$ cat src/rtl/hex_pkg.sv
// Shared definitions for the hex display scan controller.
package hex_pkg;
  localparam int         IDX_W     = 3;
  localparam logic [6:0] BLANK_SEG = 7'h7F;

  typedef enum logic [1:0] {
    LOAD,
    SAMPLE,
    HOLD
  } scan_state_t;
endpackage

$ cat src/rtl/wr_arbiter2.sv
// Two-requester round-robin write arbiter. The grant is combinational and the ack is registered.
// A requester whose ack is high is not eligible, so holding req through the ack cycle gives no second write.
module wr_arbiter2 (
  input  logic       clock,
  input  logic       resetn,
  input  logic [1:0] req,
  output logic [1:0] grant,
  output logic [1:0] ack
);
  logic       ptr;
  logic [1:0] elig;

  always_comb begin
    elig  = req & ~ack;
    grant = 2'b00;
    if (elig == 2'b11) grant = ptr ? 2'b10 : 2'b01;
    else               grant = elig;
  end

  // The pointer only moves on contention; it always hands priority to the side that just lost.
  always_ff @(posedge clock or negedge resetn) begin
    if (!resetn) begin
      ack <= 2'b00;
      ptr <= 1'b0;
    end else begin
      ack <= grant;
      if (elig == 2'b11) ptr <= ~ptr;
    end
  end
endmodule

$ cat src/rtl/hex_scan_controller.sv
// Scans a digit register file through one shared external hex decoder and latches per-display segments.
//   state  | meaning
//   LOAD   | drive digit[scan_idx] onto dec_in
//   SAMPLE | latch dec_seg (or blank) into the slice of scan_idx, arm hold timer
//   HOLD   | wait out the rest of the slot, then advance scan_idx
module hex_scan_controller
  import hex_pkg::*;
#(
  parameter int NUM_DIGITS  = 6,
  parameter int REFRESH_DIV = 4
) (
  input  logic                      clock,
  input  logic                      resetn,
  input  logic [1:0]                wr_req,
  output logic [1:0]                wr_ack,
  input  logic [2:0]                wr_addr0,
  input  logic [2:0]                wr_addr1,
  input  logic [3:0]                wr_data0,
  input  logic [3:0]                wr_data1,
  input  logic [NUM_DIGITS-1:0]     blank_mask,
  output logic [3:0]                dec_in,
  input  logic [6:0]                dec_seg,
  output logic [7*NUM_DIGITS-1:0]   seg_out,
  output logic [IDX_W-1:0]          scan_idx,
  output logic                      frame_done
);
  localparam int               CNT_W    = $clog2(REFRESH_DIV);
  localparam logic [IDX_W-1:0] LAST_IDX = IDX_W'(NUM_DIGITS - 1);
  localparam logic [CNT_W-1:0] HOLD_TC  = CNT_W'(REFRESH_DIV - 3);

  scan_state_t               state, state_nxt;
  logic [CNT_W-1:0]          hold_cnt;
  logic                      ld_dec, ld_seg, advance;
  logic [1:0]                grant;
  logic [2:0]                wr_addr;
  logic [3:0]                wr_data;
  logic                      wr_hit;
  logic [3:0]                digit [1 << IDX_W];
  logic [7*NUM_DIGITS-1:0]   seg_q;

  wr_arbiter2 u_arb (
    .clock  (clock),
    .resetn (resetn),
    .req    (wr_req),
    .grant  (grant),
    .ack    (wr_ack)
  );

  assign wr_addr = grant[1] ? wr_addr1 : wr_addr0;
  assign wr_data = grant[1] ? wr_data1 : wr_data0;
  // Out-of-range addresses are still acked by the arbiter; only the store is suppressed.
  assign wr_hit  = (|grant) && ({1'b0, wr_addr} < 4'(NUM_DIGITS));

  always_ff @(posedge clock or negedge resetn) begin
    if (!resetn) begin
      for (int i = 0; i < (1 << IDX_W); i++) digit[i] <= 4'h0;
    end else if (wr_hit) begin
      digit[wr_addr] <= wr_data;
    end
  end

  always_ff @(posedge clock or negedge resetn) begin
    if (!resetn) state <= LOAD;
    else         state <= state_nxt;
  end

  always_comb begin
    state_nxt = state;
    case (state)
      LOAD:    state_nxt = SAMPLE;
      SAMPLE:  state_nxt = HOLD;
      HOLD:    if (hold_cnt == '0) state_nxt = LOAD;
      default: state_nxt = LOAD;
    endcase
  end

  always_comb begin
    ld_dec  = (state == LOAD);
    ld_seg  = (state == SAMPLE);
    advance = (state == HOLD) && (hold_cnt == '0);
  end

  // Down-counter covers REFRESH_DIV-2 HOLD cycles, terminating at zero.
  always_ff @(posedge clock or negedge resetn) begin
    if (!resetn)                              hold_cnt <= '0;
    else if (ld_seg)                          hold_cnt <= HOLD_TC;
    else if (state == HOLD && hold_cnt != '0) hold_cnt <= hold_cnt - 1'b1;
  end

  always_ff @(posedge clock or negedge resetn) begin
    if (!resetn) begin
      dec_in     <= 4'h0;
      seg_q      <= '1;
      scan_idx   <= '0;
      frame_done <= 1'b0;
    end else begin
      frame_done <= 1'b0;
      if (ld_dec) dec_in <= digit[scan_idx];
      for (int i = 0; i < NUM_DIGITS; i++) begin
        if (ld_seg && scan_idx == IDX_W'(i))
          seg_q[7*i +: 7] <= blank_mask[i] ? BLANK_SEG : dec_seg;
      end
      if (advance) begin
        if (scan_idx == LAST_IDX) begin
          scan_idx   <= '0;
          frame_done <= 1'b1;
        end else begin
          scan_idx <= scan_idx + 1'b1;
        end
      end
    end
  end

  assign seg_out = seg_q;
endmodule
$ cat config.mk
export PLATFORM = sky130hd
export DESIGN_NAME = hex_scan_controller
export DESIGN_NICKNAME = d
export VERILOG_FILES = /design/src/rtl/hex_pkg.sv /design/src/rtl/wr_arbiter2.sv /design/src/rtl/hex_scan_controller.sv
export SDC_FILE = /design/constraint.sdc
export NUM_CORES = 1
export LEC_CHECK = 0
export CORE_ASPECT_RATIO = 0.5
export CORE_UTILIZATION = 46
export CTS_CLUSTER_DIAMETER = 80
export DETAILED_ROUTE_END_ITERATION = 12
export GPL_TIMING_DRIVEN = 1
export PLACE_DENSITY = 0.88
export SLEW_MARGIN = 20
export SYNTH_ARGS = -nofsm -noshare
export SYNTH_HDL_FRONTEND = slang
export SYNTH_SLANG_ARGS = --single-unit
$ cat constraint.sdc
create_clock -name clock -period 1.74 [get_ports clock]
set_input_delay 0.348 -clock clock [delete_from_list [all_inputs] [get_ports clock]]
set_output_delay 0.348 -clock clock [all_outputs]
set_load 0.01 [all_outputs]
==> results.cfg, run 1 <==
[cells_and_area]
drive_gt1_share_pct = 32.8
regArea_um2 = 2280
antenna_cells = 0
nets = 488
multiInputGateArea_um2 = 1680
fillers = 611
area_growth_pct = 39.7
fin_area_um2 = 5570

[yosys]
netlist_area_um2 = 3990
synth_cells = 349
ys_async_sr_fraction_pct = 100
ys_top_cells_by_area = dfrtp_1 (29%), dfstp_2 (28%), mux2_2 (7.3%)
ys_seq_elements = 89
synth_edf_count = 0
avgSynthCellArea_um2 = 11.4
yosys.area.top_type = dfrtp_1
ys_seq_area_share_pct = 57.1
synthesis.nets = 382
yosysWarnings = 0
ys_types = 40
synth_top_cell_area_share_pct = 29.5
synthFlopType = dfrtp_1

[die]
ios = 83
dieArea_um2 = 9070
row_count = 23
die_y_um = 67.9
core_area_um2 = 8200
start_util_pct = 48.6
die_w_um = 134

[timing]
fmax_mhz = 564
hold_viol_final = 0
setup_viol = 8
rsz0062_at_grt = yes
period_share_pct = 102
drv_slew = 0
holdWs_ns = 0.373
finalWorstSetupSlack_ns = -0.0324
layout_min_cycle_time_ns = 1.77
worst_pin_slew_ns = 0.485
finalSetupTns_ns = -0.150
fin_skew_ns = 0.00522
slew_headroom_pct = 67.6

[hold_path]
hold_class = register to register
hold_start = digit[2]$_DFFE_PN0P_

[route]
ant_nets = 0
drt_iter0_markers = 176
wl_met1_mm = 4.41
dr_wl_met2_mm = 4.90
drt_wl_total_mm = 9.97
topRoutingLayerUsed = met4
avgViaCountPerCell = 5.24
vias = 2995
drc = 0
wl_per_cell_um = 17.4
drt_pass1_iterations = 4
routed-wl-met3_um = 562

[global_route]
overflow = 0
grt_first_pass_wirelength_mm = 16.0
antenna_found_initial = 0
grt_pass1_vias = 2974
track_usage_pct = 24.0
grt_start_max_net_pins = 41

[power]
ir_drop_v = 0.000682
p_per_area_nw_per_um2 = 1130
leakage_nw = 2.44

[clock_tree]
htree_levels = 3
clock_path_buffers = 2
cts_tree = done
clock-sinks = 89
insertion_delay_ns = 0.34
cts_root_buffer = clkbuf_16
numCtsBuffers = 9
clk_pin_slew_ns = 0.06

[setup_path]
r2r-end = digit[31]$_DFFE_PN0P_
worst_ep_required_time_ns = 1.96
r2r_slack_ns = -0.03
setup.worst_path.end_class = register
cp-endpoint = digit[31]$_DFFE_PN0P_
critPathArrivalTime_ns = 1.99
worstRegToRegCells = 6
critPathMaxFanout = 5
crit_start = u_arb.ack[1]$_DFF_PN0_
startpoint_type = register
r2r-start = u_arb.ack[1]$_DFF_PN0_
critPathKind = register to register

[job]
drv_cap = 0

[place]
gp_congestion = 0.833
place_hpwl_mm = 6.76
dp_slack_ns = -0.540
port_buffers = 82
place_area_um2 = 5060

[status]
violations = setup timing
outcome = finished, violations left
[worst min-delay path by stage]
stage | endpoint | cells past startpoint | slack, ns
3_5_place_dp | digit[26]$_DFFE_PN0P_ | 1 | 0.26
3_3_place_gp | digit[14]$_DFFE_PN0P_ | 1 | 0.25
5_1_grt | digit[7]$_DFFE_PN0P_ | 0 | 0.39
4_1_cts | digit[7]$_DFFE_PN0P_ | 0 | 0.38
6_report | digit[2]$_DFFE_PN0P_ | 0 | 0.37
2_1_floorplan | dec_in[0]$_DFFE_PN0N_ | 0 | 0.05
[placed cells by master (no fill, tap or decap), drive strengths merged, types with 4 or more instances in the layout]
| cell type | n |
|---|---|
| nand2 | 34 |
| dfrtp | 47 |
| mux4 | 8 |
| buf | 37 |
| clkdlybuf4s50 | 33 |
| nor3 | 4 |
| mux2i | 4 |
| a21oi | 21 |
| nor2 | 67 |
| clkbuf | 14 |
| inv | 8 |
| mux2 | 30 |
| o32ai | 4 |
| o21ai | 29 |
| dfstp | 42 |
| dlygate4sd2 | 46 |
[report_power, final]
| part | switching [W] | internal, W | leakage (nW) |
|---|---|---|---|
| Sequential | 0.000249 | 0.00251 | 1.03 |
| Clock | 0.000779 | 0.00126 | 0.165 |
| Combinational | 0.000582 | 0.000928 | 1.24 |
[through the flow]
| stage | utilization, % | instances | power (W) |
|---|---|---|---|
| after global routing | 68.0 | 572 | 0.00659 |
| after floorplan | - | 349 | 0.00347 |
| after global placement | 61.7 | 546 | 0.00398 |
| after CTS | 66.9 | 568 | 0.00622 |
| final | 68.0 | 572 | 0.00631 |
| after detailed placement | 61.7 | 546 | 0.00407 |
[cell usage after synthesis, types with 3 or more instances]
master and instances:
mux2_4 4, buf_2 5, dfstp_2 42, dfrtp_1 47, nor3_1 4, inv_1 7
clkbuf_1 16, o21ai_0 28, a211oi_1 3, a21oi_1 21, nand2_1 34, mux4_2 8
nor2_1 67, mux2i_1 4, mux2_2 26
[worst max-delay path, stage by stage (launching register included)]
cell and delay (ns):
dfrtp_1 0.41, nor2b_4 0.18, o21ai_4 0.13, buf_6 0.15, o32ai_4 0.30, buf_4 0.18
mux2_4 0.30
[metal layers]
layer / track usage, % / vias to the layer above
met4: 6.11 / 0
met2: 40.8 / 84
met1: 30.4 / 1496
met5: 0 / -
met3: 7.70 / 10
li1: - / 1405
[state kept, by name, indices dropped and copies added, names as in the netlist]
register and count:
scan_idx 3, hold_cnt 2, u_arb.ptr 1, u_arb.ack 2, seg_out 42, dec_in 4
state 2, frame_done 1, digit 32
[cells by family after synthesis]
logic type               Yosys count  share of synthesized area, %
AND/OR/NAND/NOR                  120                          12.6
flip-flops                        89                          57.1
adder cells (fa/ha/maj)            2                         0.627
AO/OA/AOI/OAI                     63                          11.2
multiplexers                      42                          14.4
XOR/XNOR                           2                         0.439
buffers and inverters             31                          3.67
[cell type report]
class | instances | share of cell area (%)
Clock buffer | 14 | 5.68
Clock inverter | 2 | 0.247
Inverter | 8 | 0.629
Multi-Input combinational cell | 229 | 30.1
Sequential cell | 89 | 40.9
Tap cell | 112 | 2.51
Timing Repair Buffer | 118 | 19.9
[what timing repair did]
action / CTS / global route
buffers inserted: 5 / 4
endpoints found under the hold margin: 19 / 0
endpoints found under the setup margin: 69 / 25
gates resized for setup: 69 / 14
hold buffers: 1 / 0
pin swaps: 5 / 6
Note: power is estimated with default switching activity, not from simulation.
==> run 2, diff against run 1 <==
--- a/config.mk
+++ b/config.mk
@@ -7,11 +7,12 @@
 export LEC_CHECK = 0
 export CORE_ASPECT_RATIO = 0.5
 export CORE_UTILIZATION = 46
-export CTS_CLUSTER_DIAMETER = 80
+export CTS_CLUSTER_DIAMETER = 150
 export DETAILED_ROUTE_END_ITERATION = 12
 export GPL_TIMING_DRIVEN = 1
 export PLACE_DENSITY = 0.88
 export SLEW_MARGIN = 20
 export SYNTH_ARGS = -nofsm -noshare
 export SYNTH_HDL_FRONTEND = slang
+export SYNTH_HIERARCHICAL = 1
 export SYNTH_SLANG_ARGS = --single-unit
==> run 2 against run 1 <==
Compared with the run above:
- the flow still finishes with violations (setup timing)
- routed wire length rose by 0.38%
- area after synthesis up 2.7%
- first-iteration DRC count is 24% lower
- critical endpoint is now digit[22]$_DFFE_PN0P_
- largest cell class unchanged
- highest routed layer unchanged
==> results.cfg, run 2 <==
[status]
outcome = finished, violations left
violations = setup timing

[timing]
period_share_pct = 104
drv_slew = 0
slew_headroom_pct = 68.3
fmax_mhz = 553
holdWs_ns = 0.377
layout_min_cycle_time_ns = 1.81
finalWorstSetupSlack_ns = -0.0676
hold_viol_final = 0
finalSetupTns_ns = -1.26
fin_skew_ns = 0.00822
setup_viol = 24
worst_pin_slew_ns = 0.475
rsz0062_at_grt = yes

[yosys]
ys_seq_area_share_pct = 55.6
avgSynthCellArea_um2 = 11.4
synth_top_cell_area_share_pct = 28.7
ys_async_sr_fraction_pct = 100
ys_types = 40
netlist_area_um2 = 4100
synthFlopType = dfrtp_1
ys_top_cells_by_area = dfrtp_1 (29%), dfstp_2 (27%), mux2_2 (10%)
yosys.area.top_type = dfrtp_1
synth_cells = 359
ys_seq_elements = 89
synthTopCellsByCount = dfrtp_1 (47), nor2_1 (47), dfstp_2 (42)
synthesis.nets = 392
yosysWarnings = 6
synth_edf_count = 0

[setup_path]
critPathMaxFanout = 6
startpoint_type = register
critPathKind = register to register
critical-path-max-stage-delay_ns = 0.39
worst_ep_required_time_ns = 1.97
setup.worst_path.end_class = register
crit_path_cell_trace = nand2b_4, o21a_4, buf_12, nor3b_4, buf_4, o22ai_4, mux2_4
r2r_slack_ns = -0.07
critPathArrivalTime_ns = 2.03
crit_slowest_cell = dfrtp_1

[route]
drt_wl_total_mm = 10.0
drt_pass1_iterations = 6
drc = 0
vias = 3077
avgViaCountPerCell = 5.27
ant_nets = 0
drt_iter0_markers = 134
wl_per_cell_um = 17.1

[place]
place_hpwl_mm = 6.74
port_buffers = 82
gp_congestion = 0.837
place_inst = 549

[cells_and_area]
layout.cells.non_filler = 584
drive_gt1_share_pct = 33.7
final_common_cell = nor2_1
final_cell_mix = nor2_1 (47), dlygate4sd2_1 (46), dfrtp_1 (44)
fillers = 601
fin_util_pct = 69.4
antenna_cells = 0
largest_reg_flops = 42
area_growth_pct = 40.8
nets = 500

[power]
ir_drop_v = 0.000670
p_per_area_nw_per_um2 = 1080
leakage_nw = 2.57
finalPower_w = 0.00621

[clock_tree]
cts_root_buffer = clkbuf_16
insertion_delay_ns = 0.35
clock_path_buffers = 2
clock-sinks = 89
htree_levels = 3
clk_pin_slew_ns = 0.06
numCtsBuffers = 9
cts_tree = done

[die]
row_count = 23
die_y_um = 68.7
die_w_um = 135
dieArea_um2 = 9310
start_util_pct = 49.3
ios = 83
core_area_um2 = 8320

[hold_path]
hold_class = register to register

[global_route]
grt_start_max_net_pins = 37
track_usage_pct = 23.5
overflow = 0
antenna_found_initial = 0
grt_first_pass_wirelength_mm = 16.0
grt_pass1_vias = 3152

[job]
drv_cap = 0
==> run 2: changes by cell type after synthesis, sizes merged, moves of 8 or more <==
cell | previous run | this run
mux2i | 4 | 29
inv | 8 | 26
nand2 | 34 | 11
mux4 | 8 | 0
o21ai | 29 | 12
nor2 | 67 | 47
==> run 2: logic make-up after synthesis <==
family | synth area share, %
flops | 55.6
buf+inv | 5.53
compound gates | 9.95
xor+xnor | 0.428
simple gates | 10.6
fa+ha+maj | 0.611
mux | 17.3
==> run 2: repair_timing <==
action / CTS / global route
setup buffers: 12 / 5
pin swaps: 8 / 4
gates cloned: 1 / 0
hold buffers: 1 / 0
gates resized for setup: 75 / 2
endpoints found under the setup margin: 69 / 31
endpoints found under the hold margin: 8 / 0
==> run 2: routing by layer <==
| layer | track usage [%] | share of wire, % | up-vias | wire, µm |
|---|---|---|---|---|
| li1 | - | - | 1456 | - |
| met1 | 28.0 | 45 | 1507 | 4480 |
| met2 | 41.3 | 49 | 98 | 4860 |
| met3 | 6.21 | 5.1 | 16 | 507 |
| met4 | 9.55 | 1.6 | 0 | 163 |
| met5 | 0 | 0 | - | 0 |
==> run 2: path summary, 6_finish.rpt <==
path                                         from                      end  cells after the start
max in group asynchronous                  resetn   seg_out[8]$_DFFE_PN1P_                      3
min reg2reg                  digit[7]$_DFFE_PN0P_     digit[7]$_DFFE_PN0P_                      0
max                        u_arb/ack[0]$_DFF_PN0_    digit[22]$_DFFE_PN0P_                      7
max reg2reg                u_arb/ack[0]$_DFF_PN0_    digit[22]$_DFFE_PN0P_                      7
min in group asynchronous                  resetn  scan_idx[2]$_DFFE_PN0P_                      2
min                          digit[7]$_DFFE_PN0P_     digit[7]$_DFFE_PN0P_                      0
==> run 2: area by class of cell <==
cell class	count	area, µm²	area share [%]
repair buffers	121	1130	19.6
multi-input cells	219	1810	31.4
clock buffers	11	243	4.21
clock inverters	5	63.8	1.11
flip-flops and latches	89	2280	39.6
well taps	112	140	2.43
inverters	27	101	1.76
==> run 2: per-stage QoR <==
| step | area [µm²] | setup WS [ns] |
|---|---|---|
| floorplan | 4200 | -0.0127 |
| global placement | 5210 | -0.556 |
| detailed placement | 5210 | -0.621 |
| CTS | 5730 | -0.0802 |
| global route | 5770 | -0.119 |
| finish | 5770 | -0.0676 |
==> run 2: power by group <==
part	switching (W)	total [W]	internal [W]
Combinational	0.000550	0.00145	0.000903
Clock	0.000829	0.00199	0.00116
Sequential	0.000262	0.00277	0.00251
==> run 2: worst max-delay path, delay by kind of cell (launching register included) <==
family / cells / cell delay, ns
AND/OR/NAND/NOR: 2 / 0.36
buffers and inverters: 2 / 0.30
flip-flops: 1 / 0.39
multiplexers: 1 / 0.31
AO/OA/AOI/OAI: 2 / 0.32
